## config.mk

```make
export PLATFORM = sky130hd
export DESIGN_NAME = layer_mixer
export DESIGN_NICKNAME = d
export VERILOG_FILES = /design/src/rtl/layer_mixer.sv
export SDC_FILE = /design/constraint.sdc
export NUM_CORES = 1
export LEC_CHECK = 0
export ABC_AREA = 1
export CAP_MARGIN = 25
export CORE_UTILIZATION = 30
export DETAILED_ROUTE_END_ITERATION = 10
export PLACE_DENSITY = 0.53
export SLEW_MARGIN = 30
export SYNTH_ARGS = -nofsm -noshare
export SYNTH_HDL_FRONTEND = slang
export SYNTH_SLANG_ARGS = --single-unit
```

## constraint.sdc

```tcl
create_clock -name clk -period 4 [get_ports clk]
set_input_delay 1.2 -clock clk [delete_from_list [all_inputs] [get_ports clk]]
set_output_delay 1.2 -clock clk [all_outputs]
set_load 0.02 [all_outputs]
```

## src/rtl/layer_mixer.sv

```systemverilog
// Layer compositor: per-pixel priority select, background fill, frame-synchronous fade, 3-cycle aligned syncs.
// Optional LAYER_MIXER_HALF_ALPHA_EN adds layer_half: a flagged winner is averaged with the layer beneath it.
module layer_mixer #(
    parameter int NUM_LAYERS = 4,
    parameter int COLOR_W    = 8,
    parameter int FADE_B     = 4
) (
    input  logic                              clk,
    input  logic                              rst,
    input  logic                              in_display,
    input  logic                              hsync_in,
    input  logic                              vsync_in,
    input  logic [NUM_LAYERS*3*COLOR_W-1:0]   layer_rgb,
    input  logic [NUM_LAYERS-1:0]             layer_valid,
    input  logic [3*COLOR_W-1:0]              bg_rgb,
    input  logic                              mask_wr,
    input  logic [NUM_LAYERS-1:0]             mask_data,
    input  logic                              fade_in,
    input  logic                              fade_out,
`ifdef LAYER_MIXER_HALF_ALPHA_EN
    input  logic [NUM_LAYERS-1:0]             layer_half,
`endif
    output logic [3*COLOR_W-1:0]              rgb_out,
    output logic                              hsync_out,
    output logic                              vsync_out,
    output logic                              de_out,
    output logic                              fade_busy,
    output logic [FADE_B:0]                   fade_level,
    output logic [1:0]                        fade_state
);
    localparam int PW = 3 * COLOR_W;
    localparam int IW = $clog2(NUM_LAYERS);
    localparam logic [FADE_B:0] LMAX = {1'b1, {FADE_B{1'b0}}};
    localparam logic [FADE_B:0] LONE = {{FADE_B{1'b0}}, 1'b1};

    typedef enum logic [1:0] {BLACK = 2'd0, FADE_IN = 2'd1, FULL = 2'd2, FADE_OUT = 2'd3} fade_state_t;

    fade_state_t state, state_next, state_pulsed;
    logic [FADE_B:0] level_next;
    logic vsync_prev, frame_tick;
    logic [NUM_LAYERS-1:0] mask_pending, mask_active;

    assign frame_tick = vsync_in & ~vsync_prev;

    always_ff @(posedge clk) begin
        if (rst) begin
            vsync_prev   <= 1'b0;
            mask_pending <= '1;
            mask_active  <= '1;
        end else begin
            vsync_prev <= vsync_in;
            if (mask_wr) mask_pending <= mask_data;
            // A write coinciding with the tick bypasses the pending register.
            if (frame_tick) mask_active <= mask_wr ? mask_data : mask_pending;
        end
    end

    // Winner selection: ascending scan so the highest enabled index wins.
    logic hit;
    logic [IW-1:0] win;
    logic [PW-1:0] top_rgb;
    always_comb begin
        hit = 1'b0;
        win = '0;
        for (int i = 0; i < NUM_LAYERS; i++) begin
            if (layer_valid[i] & mask_active[i]) begin
                hit = 1'b1;
                win = IW'(i);
            end
        end
        top_rgb = layer_rgb[int'(win)*PW +: PW];
    end

    logic s1_hit, s1_de, s1_hs, s1_vs;
    logic [PW-1:0] s1_rgb, s1_bg;
`ifdef LAYER_MIXER_HALF_ALPHA_EN
    logic [PW-1:0] under_rgb, s1_under;
    logic s1_half;
    always_comb begin
        under_rgb = bg_rgb;
        for (int i = 0; i < NUM_LAYERS; i++) begin
            if (hit && (i < int'(win)) && layer_valid[i] && mask_active[i])
                under_rgb = layer_rgb[i*PW +: PW];
        end
    end
    always_ff @(posedge clk) begin
        if (rst) begin
            s1_under <= '0;
            s1_half  <= 1'b0;
        end else begin
            s1_under <= under_rgb;
            s1_half  <= hit & layer_half[win];
        end
    end
`endif

    always_ff @(posedge clk) begin
        if (rst) begin
            s1_hit <= 1'b0;
            s1_rgb <= '0;
            s1_bg  <= '0;
            s1_de  <= 1'b0;
            s1_hs  <= 1'b0;
            s1_vs  <= 1'b0;
        end else begin
            s1_hit <= hit;
            s1_rgb <= top_rgb;
            s1_bg  <= bg_rgb;
            s1_de  <= in_display;
            s1_hs  <= hsync_in;
            s1_vs  <= vsync_in;
        end
    end

    logic [PW-1:0] s2_next, s2_rgb;
    logic s2_de, s2_hs, s2_vs;
    always_comb begin
        s2_next = '0;
        if (s1_de) begin
            s2_next = s1_hit ? s1_rgb : s1_bg;
`ifdef LAYER_MIXER_HALF_ALPHA_EN
            if (s1_half) begin
                for (int c = 0; c < 3; c++) begin
                    logic [COLOR_W:0] sum;
                    sum = {1'b0, s1_rgb[c*COLOR_W +: COLOR_W]} + {1'b0, s1_under[c*COLOR_W +: COLOR_W]};
                    s2_next[c*COLOR_W +: COLOR_W] = sum[COLOR_W:1];
                end
            end
`endif
        end
    end

    always_ff @(posedge clk) begin
        if (rst) begin
            s2_rgb <= '0;
            s2_de  <= 1'b0;
            s2_hs  <= 1'b0;
            s2_vs  <= 1'b0;
        end else begin
            s2_rgb <= s2_next;
            s2_de  <= s1_de;
            s2_hs  <= s1_hs;
            s2_vs  <= s1_vs;
        end
    end

    // Fade: level 2^FADE_B multiplies then shifts back out, giving exact pass-through.
    logic [PW-1:0] s3_next;
    always_comb begin
        logic [COLOR_W+FADE_B:0] prod;
        s3_next = '0;
        prod    = '0;
        for (int c = 0; c < 3; c++) begin
            prod = {{(FADE_B+1){1'b0}}, s2_rgb[c*COLOR_W +: COLOR_W]} * {{COLOR_W{1'b0}}, fade_level};
            s3_next[c*COLOR_W +: COLOR_W] = prod[FADE_B +: COLOR_W];
        end
    end

    always_ff @(posedge clk) begin
        if (rst) begin
            rgb_out   <= '0;
            de_out    <= 1'b0;
            hsync_out <= 1'b0;
            vsync_out <= 1'b0;
        end else begin
            rgb_out   <= s3_next;
            de_out    <= s2_de;
            hsync_out <= s2_hs;
            vsync_out <= s2_vs;
        end
    end

    always_ff @(posedge clk) begin
        if (rst) begin
            state      <= FULL;
            fade_level <= LMAX;
        end else begin
            state      <= state_next;
            fade_level <= level_next;
        end
    end

    // Pulses resolve first (fade_out dominates); a same-cycle tick steps in the resolved direction.
    always_comb begin
        state_pulsed = state;
        state_next   = state;
        level_next   = fade_level;
        if (fade_out) begin
            if (state == FULL || state == FADE_IN) state_pulsed = FADE_OUT;
        end else if (fade_in) begin
            if (state == BLACK || state == FADE_OUT) state_pulsed = FADE_IN;
        end
        state_next = state_pulsed;
        if (frame_tick) begin
            case (state_pulsed)
                FADE_IN: begin
                    if (fade_level != LMAX) level_next = fade_level + LONE;
                    if (fade_level >= LMAX - LONE) state_next = FULL;
                end
                FADE_OUT: begin
                    if (fade_level != '0) level_next = fade_level - LONE;
                    if (fade_level <= LONE) state_next = BLACK;
                end
                default: ;
            endcase
        end
    end

    assign fade_busy  = (state == FADE_IN) || (state == FADE_OUT);
    assign fade_state = state;
endmodule
```

==> flow_summary.ini <==
[timing]
hold_viol = 0
worstMarginPinSlew_ns = 0.885
max_freq_ghz = 0.288
period_needed_ns = 3.48
fin_crit_sh_pct = 86.9
maxSlewViolCount = 0
slew_headroom_pct = 40.9
setup_violations = 0
fin_setup_tns_ns = 0
fin_worst_skew_ns = 0.0127
rsz0062_at_grt = false
setup_ws_ns = 0.524

[clock_network]
cts_buffer_depth = 2
clockRootBuffer = clkbuf_16
ctsResizeCount = 0
cts_sinks = 121
post_cts_buffers = 0
hold_buffers = 0
cts_tree = built
cts_buffers = 17
htree_levels = 4
clkSlewWorstSetupHoldPaths_ns = 0.06
clk_latency_ns = 0.42

[global_route]
grt_util_all_layers_pct = 15.3
grt_pass1_vias = 7293
grt_pass1_wl_um = 35100
overflow = 0
grt_max_degree = 70
antenna_found_initial = 0

[route]
avgRoutedWirePerCell_um = 12.1
viasPerCell = 4.29
routed_wl_um = 21100
drtPass1Iterations = 4
drc = 0
drt_iter0_drc = 338
vias = 7452
antenna_left = 0

[placement]
place_hpwl_um = 16400
gp_congestion = 0.815
placed_area_mm2 = 0.0104
port_buffers = 170
dp_cells = 1705
place_ws_ns = 0.535

[logic_synthesis]
synth_edf_count = 0
syn_area_per_cell_um2 = 6.99
syn_area_mm2 = 0.00835
synth_cell_type_count = 34
ys_ff_latch = 121
yosysSeqAreaShare_pct = 29.0
postSynth.asyncResetShare_pct = 0
syn_inst = 1195
yosys_warnings = 0
syn_nets = 1438
synth_ff_type = dfxtp_1

[floorplan]
io_pins = 171
die_area_mm2 = 0.0285
fp.coreArea_mm2 = 0.0271
rows = 60
initial_core_util_pct = 30.8
die_x_um = 169
die_height_um = 169

[critical_path]
cp-startpoint = fade_level[2]
crit_fanout = 17
reg2reg_to = rgb_out[15]
end_kind = register
arrival_ns = 3.78
r2r-start = fade_level[2]
critical_path_class = reg -> reg
critPathLaunchType = register
cp.required_ns = 4.30
r2r_cells = 16
r2r_slack_ns = 0.52

[final_layout]
final_cells = 1737
multi_input_comb_area_mm2 = 0.00481
design_area_mm2 = 0.0110
nFillCells = 2851
ff_latch_area_mm2 = 0.00242
drive_above_1_share_pct = 6.67
final_cell_mix = nand2_1 (267), inv_1 (222), nor2_1 (175)
syn2layout_area_growth_pct = 31.2
antennaDiodeCount = 0
nets = 1595
final_common_cell = nand2_1

[worst_hold_path]
hold_depth = 2
min_path_type = reg -> reg
hold_start = s1_hs
holdPathEnd = s2_hs

[power_and_ir_drop]
power.leakage_nw = 5.55
ir_drop_v = 0.000287
power_density_mw_per_mm2 = 316

[flow_run]
drv_cap = 0

[status]
run_status = complete, no violations
[area by class of cell]
cell class                      instances  area share [%]
Clock buffer                           18            4.01
Clock inverter                         14            1.36
Inverter                              231            7.94
Multi-Input combinational cell        797            43.9
Sequential cell                       121            22.1
Tap cell                              372            4.25
Timing Repair Buffer                  184            16.4
[metrics by stage]
| stage | utilization [%] | hold slack [ns] | total power [mW] |
|---|---|---|---|
| 3_3_place_gp | 38.3 | 0.391 | 1.96 |
| 2_1_floorplan | - | 0.388 | 1.70 |
| 4_1_cts | 40.4 | 0.398 | 3.51 |
| 6_report | 40.4 | 0.393 | 3.46 |
| 3_5_place_dp | 38.3 | 0.395 | 1.97 |
| 5_1_grt | 40.4 | 0.419 | 3.64 |
[Yosys cell counts (4+ instances only)]
cell      count  area (um2)
nand3_1      21         105
nand4_1       4        25.0
nand3_2       4        40.0
buf_2        18        90.1
nand2_1     267        1000
buf_4         5        37.5
nor3_1        7        35.0
xor2_1       10        87.6
inv_2         6        22.5
buf_6         5        56.3
dfxtp_1     121        2420
nor2_1      175         657
o21ai_0      46         230
clkbuf_1     15        56.3
xnor2_1       5        43.8
a21oi_1      80         400
fa_1         48         961
a211o_1       4        35.0
a21oi_2       5        43.8
ha_1         59         738
a31oi_1       8        50.1
o21ai_1      20         100
nand2_2      20         125
inv_1       222         833
[sequential cells by signal, summed over array words and instances (netlist names), 2 cells and up]
name	count
fade_state	2
s2_rgb	24
s1_rgb	24
mask_pending	4
mask_active	4
rgb_out	24
fade_level	5
s1_bg	24
[critical path, stage by stage, from the launching register on]
cell and delay (ns):
dfxtp_1 0.33, buf_4 0.21, nand2_1 0.08, inv_1 0.08
fa_1 0.43, fa_1 0.54, inv_1 0.05, fa_1 0.52
inv_1 0.04, ha_1 0.35, nand2_1 0.11, nor3_1 0.23
nand3_1 0.12, nand3_1 0.12, nand2_1 0.05, nand2_1 0.06
nor2_1 0.04
[cells by family (layout without fill, tap and decap cells)]
group | after synthesis | count (layout) | synth area share (%)
compound gates | 170 | 170 | 10.9
flops | 121 | 121 | 29.0
fa+ha+maj | 107 | 107 | 20.3
buf+inv | 277 | 447 | 13.4
xor+xnor | 15 | 15 | 1.57
simple gates | 505 | 505 | 24.7
[worst max-delay path by stage]
stage	end	depth (start not counted)	slack (ns)
global placement	rgb_out[15]	16	0.58
finish	rgb_out[15]	16	0.52
CTS	rgb_out[15]	16	0.50
floorplan	rgb_out[15]	17	0.36
detailed placement	rgb_out[15]	16	0.54
global route	rgb_out[7]	16	0.26
[report_power, final]
| group | internal, mW | switching, mW |
|---|---|---|
| Combinational | 0.282 | 0.340 |
| Sequential | 1.27 | 0.0361 |
| Clock | 0.897 | 0.633 |
| Total | 2.45 | 1.01 |
[per-layer routing]
metal	wire [um]	share of wire, %	vias up	track usage, %
met3	1340	6.4	10	4.07
met5	0	0	-	0
li1	-	-	3928	-
met4	126	0.60	0	3.56
met1	10000	48	3313	20.1
met2	9570	45	201	25.0
Note: power is estimated with default switching activity, not from simulation.
